===== src/rtl/countdown_timer.sv =====
// HH:MM:SS countdown timer with button editing, pause/resume, reload and expiry flag.
// Define COUNTDOWN_REPEAT_EN to enable auto-repeat of held up/down buttons.
module countdown_timer #(
    parameter int unsigned CLK_HZ     = 100000000,
    parameter int unsigned HOLD_CYC   = 2500000,
    parameter int unsigned LONG_CYC   = 200000000,
    parameter int unsigned REPEAT_CYC = 25000000,
    parameter int unsigned HR10_MAX   = 9,
    parameter int unsigned MODE_ID    = 7,
    parameter logic [23:0] INIT_BCD   = 24'h194954
) (
    input  logic        clk,
    input  logic        rst_n,
    input  logic        up,
    input  logic        down,
    input  logic        left,
    input  logic        right,
    input  logic        start,
    input  logic        modify,
    input  logic [3:0]  mode,
    output logic [31:0] tmp,
    output logic [3:0]  state,
    output logic        running,
    output logic        expired
);

    localparam int unsigned CW = 32;
    localparam int unsigned NB = 5;
    localparam logic [CW-1:0] HOLD_V  = CW'(HOLD_CYC);
    localparam logic [CW-1:0] LONG_V  = CW'(LONG_CYC);
    localparam logic [CW-1:0] PRE_MAX = CW'(CLK_HZ - 1);
`ifdef COUNTDOWN_REPEAT_EN
    localparam logic [CW-1:0] REP_V   = CW'(REPEAT_CYC);
    localparam logic [CW-1:0] UD_SAT  = '1;
`else
    localparam logic [CW-1:0] UD_SAT  = LONG_V;
`endif

    typedef enum logic [1:0] {S_IDLE, S_RUN, S_PAUSE, S_DONE} fsm_t;

    fsm_t          r_fsm;
    logic [23:0]   r_time;
    logic [23:0]   r_preset;
    logic [2:0]    r_cursor;
    logic [CW-1:0] r_pre;
    logic          r_running;
    logic          r_expired;
    logic [CW-1:0] r_cnt [NB];
    logic          r_long_seen;

    logic [NB-1:0] w_btn;
    logic [NB-1:0] w_ev;
    logic [1:0]    w_rep;
    logic          w_sel;
    logic          w_long;
    logic          w_edit_act;
    logic          w_edit_ok;
    logic          w_inc;
    logic          w_dec;
    logic          w_mvl;
    logic          w_mvr;
    logic [23:0]   w_time_edit;
    logic [23:0]   w_time_dec;

    function automatic logic [3:0] dig_max(input int i);
        case (i)
            1, 3:    return 4'd5;
            5:       return 4'(HR10_MAX);
            default: return 4'd9;
        endcase
    endfunction

    function automatic logic [3:0] edit_digit(input logic [3:0] d, input logic [3:0] mx,
                                              input logic inc);
        if (inc) return (d >= mx) ? 4'd0 : d + 4'd1;
        return (d == 4'd0 || d > mx) ? mx : d - 4'd1;
    endfunction

    // One-second BCD decrement; each digit borrows only when it wraps.
    function automatic logic [23:0] bcd_dec(input logic [23:0] t);
        logic [23:0] r;
        logic        b;
        r = t;
        b = 1'b1;
        for (int i = 0; i < 6; i++) begin
            if (b) begin
                if (t[4*i +: 4] == 4'd0) begin
                    r[4*i +: 4] = dig_max(i);
                end else begin
                    r[4*i +: 4] = t[4*i +: 4] - 4'd1;
                    b = 1'b0;
                end
            end
        end
        return r;
    endfunction

    assign w_btn = {start, right, left, down, up};
    assign w_sel = (mode == 4'(MODE_ID));

    // Per-button hold counters; up/down saturate higher when auto-repeat is built in.
    always_ff @(posedge clk or negedge rst_n) begin
        if (!rst_n) begin
            for (int i = 0; i < NB; i++) r_cnt[i] <= '0;
            r_long_seen <= 1'b0;
        end else begin
            for (int i = 0; i < NB; i++) begin
                if (!w_btn[i])
                    r_cnt[i] <= '0;
                else if (r_cnt[i] != ((i < 2) ? UD_SAT : LONG_V))
                    r_cnt[i] <= r_cnt[i] + CW'(1);
            end
            r_long_seen <= start && (r_cnt[4] == LONG_V);
        end
    end

`ifdef COUNTDOWN_REPEAT_EN
    logic [CW-1:0] r_ph [2];

    // Phase tracks (count - HOLD_CYC) mod REPEAT_CYC once the hold threshold is passed.
    always_ff @(posedge clk or negedge rst_n) begin
        if (!rst_n) begin
            for (int i = 0; i < 2; i++) r_ph[i] <= '0;
        end else begin
            for (int i = 0; i < 2; i++) begin
                if (!w_btn[i] || r_cnt[i] < HOLD_V)
                    r_ph[i] <= '0;
                else if (r_ph[i] == REP_V - CW'(1))
                    r_ph[i] <= '0;
                else
                    r_ph[i] <= r_ph[i] + CW'(1);
            end
        end
    end

    always_comb begin
        for (int i = 0; i < 2; i++) w_rep[i] = (r_cnt[i] > HOLD_V) && (r_ph[i] == '0);
    end
`else
    assign w_rep = 2'b00;
`endif

    always_comb begin
        for (int i = 0; i < NB; i++) w_ev[i] = w_sel && (r_cnt[i] == HOLD_V);
        w_ev[0] = w_ev[0] || (w_sel && w_rep[0]);
        w_ev[1] = w_ev[1] || (w_sel && w_rep[1]);
    end

    assign w_long     = w_sel && (r_cnt[4] == LONG_V) && !r_long_seen;
    assign w_edit_act = w_sel && modify && (r_fsm == S_IDLE);
    assign w_edit_ok  = w_edit_act && !w_ev[4];
    assign w_inc      = w_edit_ok && w_ev[0] && !w_ev[1];
    assign w_dec      = w_edit_ok && w_ev[1] && !w_ev[0];
    assign w_mvl      = w_edit_ok && w_ev[2] && !w_ev[3];
    assign w_mvr      = w_edit_ok && w_ev[3] && !w_ev[2];

    always_comb begin
        w_time_edit = r_time;
        for (int i = 0; i < 6; i++) begin
            if (r_cursor == 3'(i + 1))
                w_time_edit[4*i +: 4] = edit_digit(r_time[4*i +: 4], dig_max(i), w_inc);
        end
    end

    assign w_time_dec = bcd_dec(r_time);

    // Run-state FSM, prescaler, cursor and time/preset registers.
    always_ff @(posedge clk or negedge rst_n) begin
        if (!rst_n) begin
            r_fsm     <= S_IDLE;
            r_time    <= INIT_BCD;
            r_preset  <= INIT_BCD;
            r_cursor  <= 3'd1;
            r_pre     <= '0;
            r_running <= 1'b0;
            r_expired <= 1'b0;
        end else begin
            if (w_mvl)
                r_cursor <= (r_cursor == 3'd6) ? 3'd1 : r_cursor + 3'd1;
            else if (w_mvr)
                r_cursor <= (r_cursor == 3'd1) ? 3'd6 : r_cursor - 3'd1;

            case (r_fsm)
                S_IDLE: begin
                    if (w_ev[4] && r_time != 24'd0) begin
                        r_fsm     <= S_RUN;
                        r_pre     <= '0;
                        r_running <= 1'b1;
                    end else if (w_inc || w_dec) begin
                        r_time   <= w_time_edit;
                        r_preset <= w_time_edit;
                    end
                end
                S_RUN: begin
                    if (w_long) begin
                        r_fsm     <= S_IDLE;
                        r_time    <= r_preset;
                        r_pre     <= '0;
                        r_running <= 1'b0;
                    end else if (w_ev[4]) begin
                        r_fsm     <= S_PAUSE;
                        r_running <= 1'b0;
                    end else if (r_pre == PRE_MAX) begin
                        r_pre  <= '0;
                        r_time <= w_time_dec;
                        if (w_time_dec == 24'd0) begin
                            r_fsm     <= S_DONE;
                            r_running <= 1'b0;
                            r_expired <= 1'b1;
                        end
                    end else begin
                        r_pre <= r_pre + CW'(1);
                    end
                end
                S_PAUSE: begin
                    if (w_long) begin
                        r_fsm  <= S_IDLE;
                        r_time <= r_preset;
                        r_pre  <= '0;
                    end else if (w_ev[4]) begin
                        r_fsm     <= S_RUN;
                        r_running <= 1'b1;
                    end
                end
                S_DONE: begin
                    if (w_ev[4]) begin
                        r_fsm     <= S_IDLE;
                        r_time    <= r_preset;
                        r_expired <= 1'b0;
                    end
                end
                default: r_fsm <= S_IDLE;
            endcase
        end
    end

    assign tmp     = {r_time[23:16], 4'hF, r_time[15:8], 4'hF, r_time[7:0]};
    assign state   = w_edit_act ? {1'b0, r_cursor} : 4'd0;
    assign running = r_running;
    assign expired = r_expired;

endmodule


===== config.mk =====
export PLATFORM = sky130hd
export DESIGN_NAME = countdown_timer
export DESIGN_NICKNAME = d
export VERILOG_FILES = /design/src/rtl/countdown_timer.sv
export SDC_FILE = /design/constraint.sdc
export NUM_CORES = 1
export LEC_CHECK = 0
export BUFFER_PORTS_ARGS = -buffer_cell sky130_fd_sc_hd__buf_2
export CORE_UTILIZATION = 50
export DETAILED_ROUTE_END_ITERATION = 6
export GPL_TIMING_DRIVEN = 0
export PLACE_DENSITY = 0.74
export SYNTH_ARGS = -nofsm -noshare
export SYNTH_HDL_FRONTEND = slang
export SYNTH_SLANG_ARGS = --single-unit

===== constraint.sdc =====
create_clock -name clk -period 2.68 [get_ports clk]
set_input_delay 0.268 -clock clk [delete_from_list [all_inputs] [get_ports clk]]
set_output_delay 0.268 -clock clk [all_outputs]
set_load 0.01 [all_outputs]

Word level (Yosys, flattened, before mapping)

Index checks and enable logic that the tools add are counted.

Register bits: 248
Output and inout port bits: 38
Word-level logic and storage cells: 255

Add/sub/neg operators: 20
Magnitude comparators: 12
Eq/ne operators: 43
Multiplexer cells: 115
Bitwise gates (word level): 1
Reductions and logical operators: 51

Operator list:

| cell                  | count |
|---|---|
| $mux 32               | 15 |
| $add 32x1->32 const B | 6 |
| $mux 4                | 47 |
| $mux 24               | 7 |
| $eq 32x22->1 const B  | 5 |
| $ne 32x28->1 const B  | 5 |
| $pmux 24 s4           | 1 |
| $pmux 32 s3           | 1 |
| $eq 32x27->1 const B  | 1 |
| $eq 32x28->1 const B  | 1 |
| $mux 1                | 28 |
| $add 4x1->4 const B   | 6 |
| $ge 4x4->1            | 6 |
| $gt 4x4->1            | 6 |
| $logic_not 24->1      | 1 |
| $logic_not 4->1       | 6 |
| $reduce_bool 24->1    | 1 |
| $sub 4x1->4 const B   | 6 |
| $logic_and 1x1->1     | 20 |
| $ne 2x2->1 const B    | 9 |
| $reduce_and 6->1      | 3 |
| $mux 2                | 8 |
| $mux 3                | 5 |
| $ne 2x1->1 const B    | 7 |
| other kinds (22)      | 41 |

Depth between registers and ports, before layout

Depth after elaboration: 13
Mapped depth: 14
Mapped depth without buffers: 10

Least setup slack after synthesis

Ideal clock, no wire load.

Path kind: reg2reg
From: reg r_time[8]
To: reg r_running, in the netlist running
Setup time: 0.120 ns
Arrival time: 2.859 ns
Path slack: -0.299 ns
Stages on the path, launching flop included: 12
Buffers on the path: 1
Cells stage by stage: dfstp_2 > clkbuf_1 > inv_1 > ha_1 > nor3b_4 > nand4_2 > or4_1 > a21oi_1 > o221ai_1 > nor4_2 > o21ai_1 > a31o_1

Word-level cells in the longest chain between the ends: 9
Elaborated cells on any way between the ends: 17
Classes of those cells: 1 x add/sub; 2 x eq/ne; 9 x mux; 5 x reduce/logical

RTL lines:

| what                                | line | RTL |
|---|---|---|
| start: declaration                  | 42   | `logic [23:0] r_time;` |
| start signal: assignment            | 190  | `r_time <= w_time_edit;` |
| start signal: assignment            | 197  | `r_time <= r_preset;` |
| start signal: assignment            | 205  | `r_time <= w_time_dec;` |
| $logic_not 4->1                     | 87   | `if (t[4*i +: 4] == 4'd0) begin` |
| $mux 1                              | 87   |  |
| $mux 1 (3 in a row)                 | 86   | `if (b) begin` |
| $mux 4                              | 86   |  |
| $logic_not 24->1                    | 206  | `if (w_time_dec == 24'd0) begin` |
| $ne 4x4->1 (no source line)         | --   |  |
| $reduce_and 6->1 (no source line) * | --   |  |
| end signal: assignment              | 202  | `r_running <= 1'b0;` |
| end signal: assignment              | 208  | `r_running <= 1'b0;` |
| end signal: assignment              | 222  | `r_running <= 1'b1;` |
| end: declaration                    | 46   | `logic r_running;` |

Mark *: on every way between the ends. The rest lies on a longest branch, timed or not.
A chain may end at the register's enable or synchronous reset.

Final worst setup path

From: reg r_cnt[0] (netlist name)
To: reg r_time[9]

Word-level cells in the longest chain between the ends: 13
Elaborated cells on any way between the ends: 28
Classes of those cells: 8 x eq/ne; 8 x mux; 12 x reduce/logical

RTL lines:

| what                             | line | RTL |
|---|---|---|
| start: declaration               | 48   | `logic [CW-1:0] r_cnt [NB];` |
| start signal: indexed assignment | 111  | `r_cnt[i] <= r_cnt[i] + CW'(1);` |
| $eq 32x22->1                     | 144  | `for (int i = 0; i < NB; i++) w_ev[i] = w_sel && (r_cnt[i] == HOLD_V);` |
| $logic_and 1x1->1                | 144  |  |
| $logic_not 1->1                  | 151  | `assign w_edit_ok = w_edit_act && !w_ev[4];` |
| $logic_and 1x1->1                | 151  |  |
| $logic_and 1x1->1 (2 in a row)   | 152  | `assign w_inc = w_edit_ok && w_ev[0] && !w_ev[1];` |
| $mux 1                           | 75   | `if (inc) return (d >= mx) ? 4'd0 : d + 4'd1;` |
| $mux 1                           | 160  | `if (r_cursor == 3'(i + 1))` |
| $mux 4                           | 76   | `return (d == 4'd0 \|\| d > mx) ? mx : d - 4'd1;` |
| $mux 4                           | 160  |  |
| $mux 24                          | 189  | `end else if (w_inc \|\| w_dec) begin` |
| $mux 24                          | 185  | `if (w_ev[4] && r_time != 24'd0) begin` |
| $pmux 24 s4                      | 183  | `case (r_fsm)` |

Several ways; a longest one is shown, not always the timed one. The select of a mux whose other input is x is not followed.

==> key figures <==
Status
  • Status: finished, violations left
  • Failing checks: negative setup slack

Timing
  • Setup TNS: -3.84 ns
  • Relative slew margins: 38.2%
  • Final Critical Period: 2.88 ns
  • Worst Skew: 0.0151 ns
  • Fin crit share: 108%
  • Worst-margin pin slew: 0.923 ns
  • Final Worst Setup Slack: -0.201 ns
  • FMAX: 347 MHz
  • Final Setup Violations: 51
  • RSZ-0062 raised after global routing: yes
  • Final Hold Vio Count: 0
  • Slew Viols, Final: 0

GRT
  • Congestion Overflow GR: 0
  • Gr usage total: 27.1%
  • GRT met1 Usage: 36.2%
  • First-pass GRT wire length: 69300 um
  • GR peak layer: met2
  • Vias in the first global route: 13700
  • Met3 Track Usage GR: 3.50%
  • GR Layer Usage met2: 44.1%
  • Initial antenna violation count: 1
  • Largest net degree at the start of global routing: 120

Critical path
  • Startpoint Class: flip-flop
  • CP Class: flip-flop to flip-flop
  • WP data required: 3.14 ns
  • R2R cell count: 13
  • Crit-path max FO: 6
  • Arr. time, crit path: 3.34 ns
  • Setup crit start: r_cnt[0]
  • FF-to-FF setup slack: -0.20 ns
  • Reg-to-reg critical path startpoint: r_cnt[0]
  • Crit Reg-Reg Endpoint: r_time[9]
  • Crit end category: flip-flop

Floorplan
  • Core Rows: 64
  • Die area: 0.0317 mm^2
  • DIE HEIGHT: 178 um
  • Io pins: 50
  • Area of the core: 0.0306 mm^2
  • Die Wd: 178 um
  • Starting density of the core: 50.7%

Detailed routing
  • Routed vias/inst: 6.13
  • Via count of the routed design: 14500
  • Final ANT Viol Nets: 0
  • Total Wirelength: 44500 um
  • WL/cell: 18.8 um
  • Pre-antenna DRT Iters: 7
  • Iter 0 DRT Violations: 1499
  • DR DRC count: 0

Placed design
  • Placed insts: 2206
  • Port Buf Inserts: 40
  • GPL Wtd Cong: 0.952
  • Cell Area, Placed: 0.0163 mm^2
  • Pre-CTS setup slack: -0.836 ns
  • Dpl hpwl: 28000 um

Finish
  • Final instance area: 0.0196 mm^2
  • Final net count: 1990
  • Finished Layout Cells: 2361
  • Synthesis-to-layout area growth: 26.2%
  • Fraction of layout cells with a size suffix above 1: 23.4%
  • Antenna Cells: 0

Clock network
  • Num Clock Sinks: 248
  • CTS buffer count: 29
  • CTS root buffer: clkbuf_16
  • Clk Latency, worst-skew pair: 0.56 ns
  • CTS H-Tree Depth: 1
  • Reg clk slew, reported paths: 0.06 ns
  • Max Root-Sink Buffers: 3
  • CTS tree: built

Yosys
  • Post-synthesis sequential element count: 248
  • Post-synth EDFFs: 0
  • Asr flop ratio synth: 100%
  • Distinct cells, synth: 87
  • Post-Syn Area per Cell: 8.81 um^2
  • Primary FF master, synth: dfrtp_1
  • Synth Instances: 1761
  • Netlist Area Pre-Place: 0.0155 mm^2
  • Synth Warn #: 0
  • Post-synthesis sequential area ratio: 40.2%

Run
  • Max Cap Viol: 0

Worst hold path
  • Hold EP: r_cnt[101]
  • Min-delay src: down
  • Hold Crit Class: input pin to flip-flop
  • Worst hold path stage count: 2

Power and ir drop
  • Leakage: 8.12 nW
  • Peak VDD IR: 0.408 mV
  • Pwr/cell area: 413 mW/mm^2
==> cell type report <==
cell class / count / area, um^2
Buffer: 77 / 572
Clock inverter: 9 / 104
Inverter: 52 / 206
Tap cell: 396 / 495
Timing Repair Buffer: 154 / 1380
Multi-Input combinational cell: 1381 / 9730
Sequential cell: 248 / 6240
Fill cell: 2389 / 11000
Clock buffer: 44 / 852
==> logic make-up (layout without fill, tap and decap cells) <==
kind of cell | count (synthesis) | after routing | synth area share [%]
AO/OA/AOI/OAI | 314 | 314 | 13.0
XOR/XNOR | 154 | 154 | 8.69
adder cells (fa/ha/maj) | 35 | 35 | 2.82
buffers and inverters | 139 | 336 | 3.91
flip-flops | 248 | 248 | 40.2
multiplexers | 19 | 19 | 1.29
other | 2 | 9 | 0.0484
AND/OR/NAND/NOR | 850 | 850 | 30.1
==> worst max path at each step <==
| stage | to | slack, ns | cells after the start |
|---|---|---|---|
| floorplan | running | 0.004 | 11 |
| global placement | r_cnt[64] | -3.22 | 1 |
| detailed placement | r_time[23] | -0.84 | 11 |
| CTS | r_time[9] | -0.14 | 13 |
| global route | r_time[9] | -0.31 | 13 |
| finish | r_time[9] | -0.20 | 13 |
==> state kept, by name, indices dropped and copies added, names as in the netlist <==
signal	flops
r_pre	32
r_preset	24
expired	1
r_cursor	3
r_long_seen	1
r_fsm	2
r_cnt	160
r_time	24
running	1
==> report_power, final <==
group / total [mW] / leakage (nW) / internal (mW) / switching, mW
Combinational: 0.332 / 4.32 / 0.113 / 0.219
Sequential: 3.79 / 3.34 / 3.77 / 0.0230
Clock: 3.97 / 0.466 / 2.37 / 1.59
==> worst max-delay path: stages (launching register included) <==
cell       delay (ns)
dfrtp_1          0.39
inv_2            0.07
ha_2             0.16
and4bb_1         0.24
nand4_4          0.20
buf_6            0.19
nor4_4           0.17
nand4bb_4        0.25
buf_6            0.15
buf_6            0.11
nand2_4          0.04
o211a_1          0.27
or3_1            0.37
a31oi_1          0.17
==> synth_stat cells, types with 12 or more instances <==
| master | instances | share of area [%] |
|---|---|---|
| a211oi_1 | 12 | 0.58 |
| nor2_1 | 155 | 3.8 |
| and4_1 | 20 | 1.1 |
| buf_4 | 12 | 0.58 |
| inv_1 | 50 | 1.2 |
| nor4_1 | 26 | 1.0 |
| clkbuf_1 | 62 | 1.5 |
| nand2b_1 | 14 | 0.56 |
| dfstp_2 | 19 | 3.2 |
| a21boi_0 | 23 | 1.1 |
| xor2_1 | 62 | 3.5 |
| and2_1 | 108 | 4.4 |
| dfrtp_1 | 229 | 37 |
| nand3_1 | 105 | 3.4 |
| ha_1 | 35 | 2.8 |
| nor3_1 | 43 | 1.4 |
| nor2b_1 | 19 | 0.77 |
| o21ai_0 | 101 | 3.3 |
| xnor2_1 | 92 | 5.2 |
| and3_1 | 30 | 1.2 |
| or3_1 | 36 | 1.5 |
| a21oi_1 | 58 | 1.9 |
| nand2_1 | 170 | 4.1 |
| nand4_1 | 47 | 1.9 |
==> cells in the final DEF (no fill, tap or decap), types with 22 or more instances in the layout <==
cell type and count:
dfrtp_1 220, nand2_1 159, nor2_1 143, and2_1 107
nand3_1 90, xnor2_1 89, buf_4 83, o21ai_0 70
xor2_1 61, nand4_1 47, clkbuf_1 45, buf_2 44
a21oi_1 43, inv_1 38, nor3_1 35, or3_1 33
clkbuf_16 33, and3_1 28, ha_1 27, buf_6 26
o21ai_1 26, a21boi_0 22
==> through the flow <==
stage / hold WS [ns] / util [%] / total power [mW]
after global routing: 0.0181 / 64.0 / 8.35
after detailed placement: 0.240 / 53.4 / 4.15
after floorplan: -0.0276 / - / 3.99
after global placement: 0.450 / 53.2 / 4.13
after CTS: 0.00318 / 60.7 / 8.14
final: 0.0136 / 64.0 / 8.09
==> metal layers <==
| layer | part of all wire, % | wire length (um) |
|---|---|---|
| met1 | 41 | 18100 |
| met2 | 46 | 20500 |
| met3 | 7.8 | 3470 |
| met4 | 5.5 | 2440 |
| met5 | 0.029 | 13 |
==> repair_timing <==
| item | CTS | global route |
|---|---|---|
| hold buffers | 3 | 0 |
| gates cloned | 5 | 5 |
| pin swaps | 64 | 84 |
| hold endpoints to repair | 59 | 0 |
| setup endpoints to repair | 89 | 97 |
| setup buffers | 67 | 38 |
| gates resized for setup | 170 | 198 |
No activity file was read; power rests on OpenSTA's default activity.
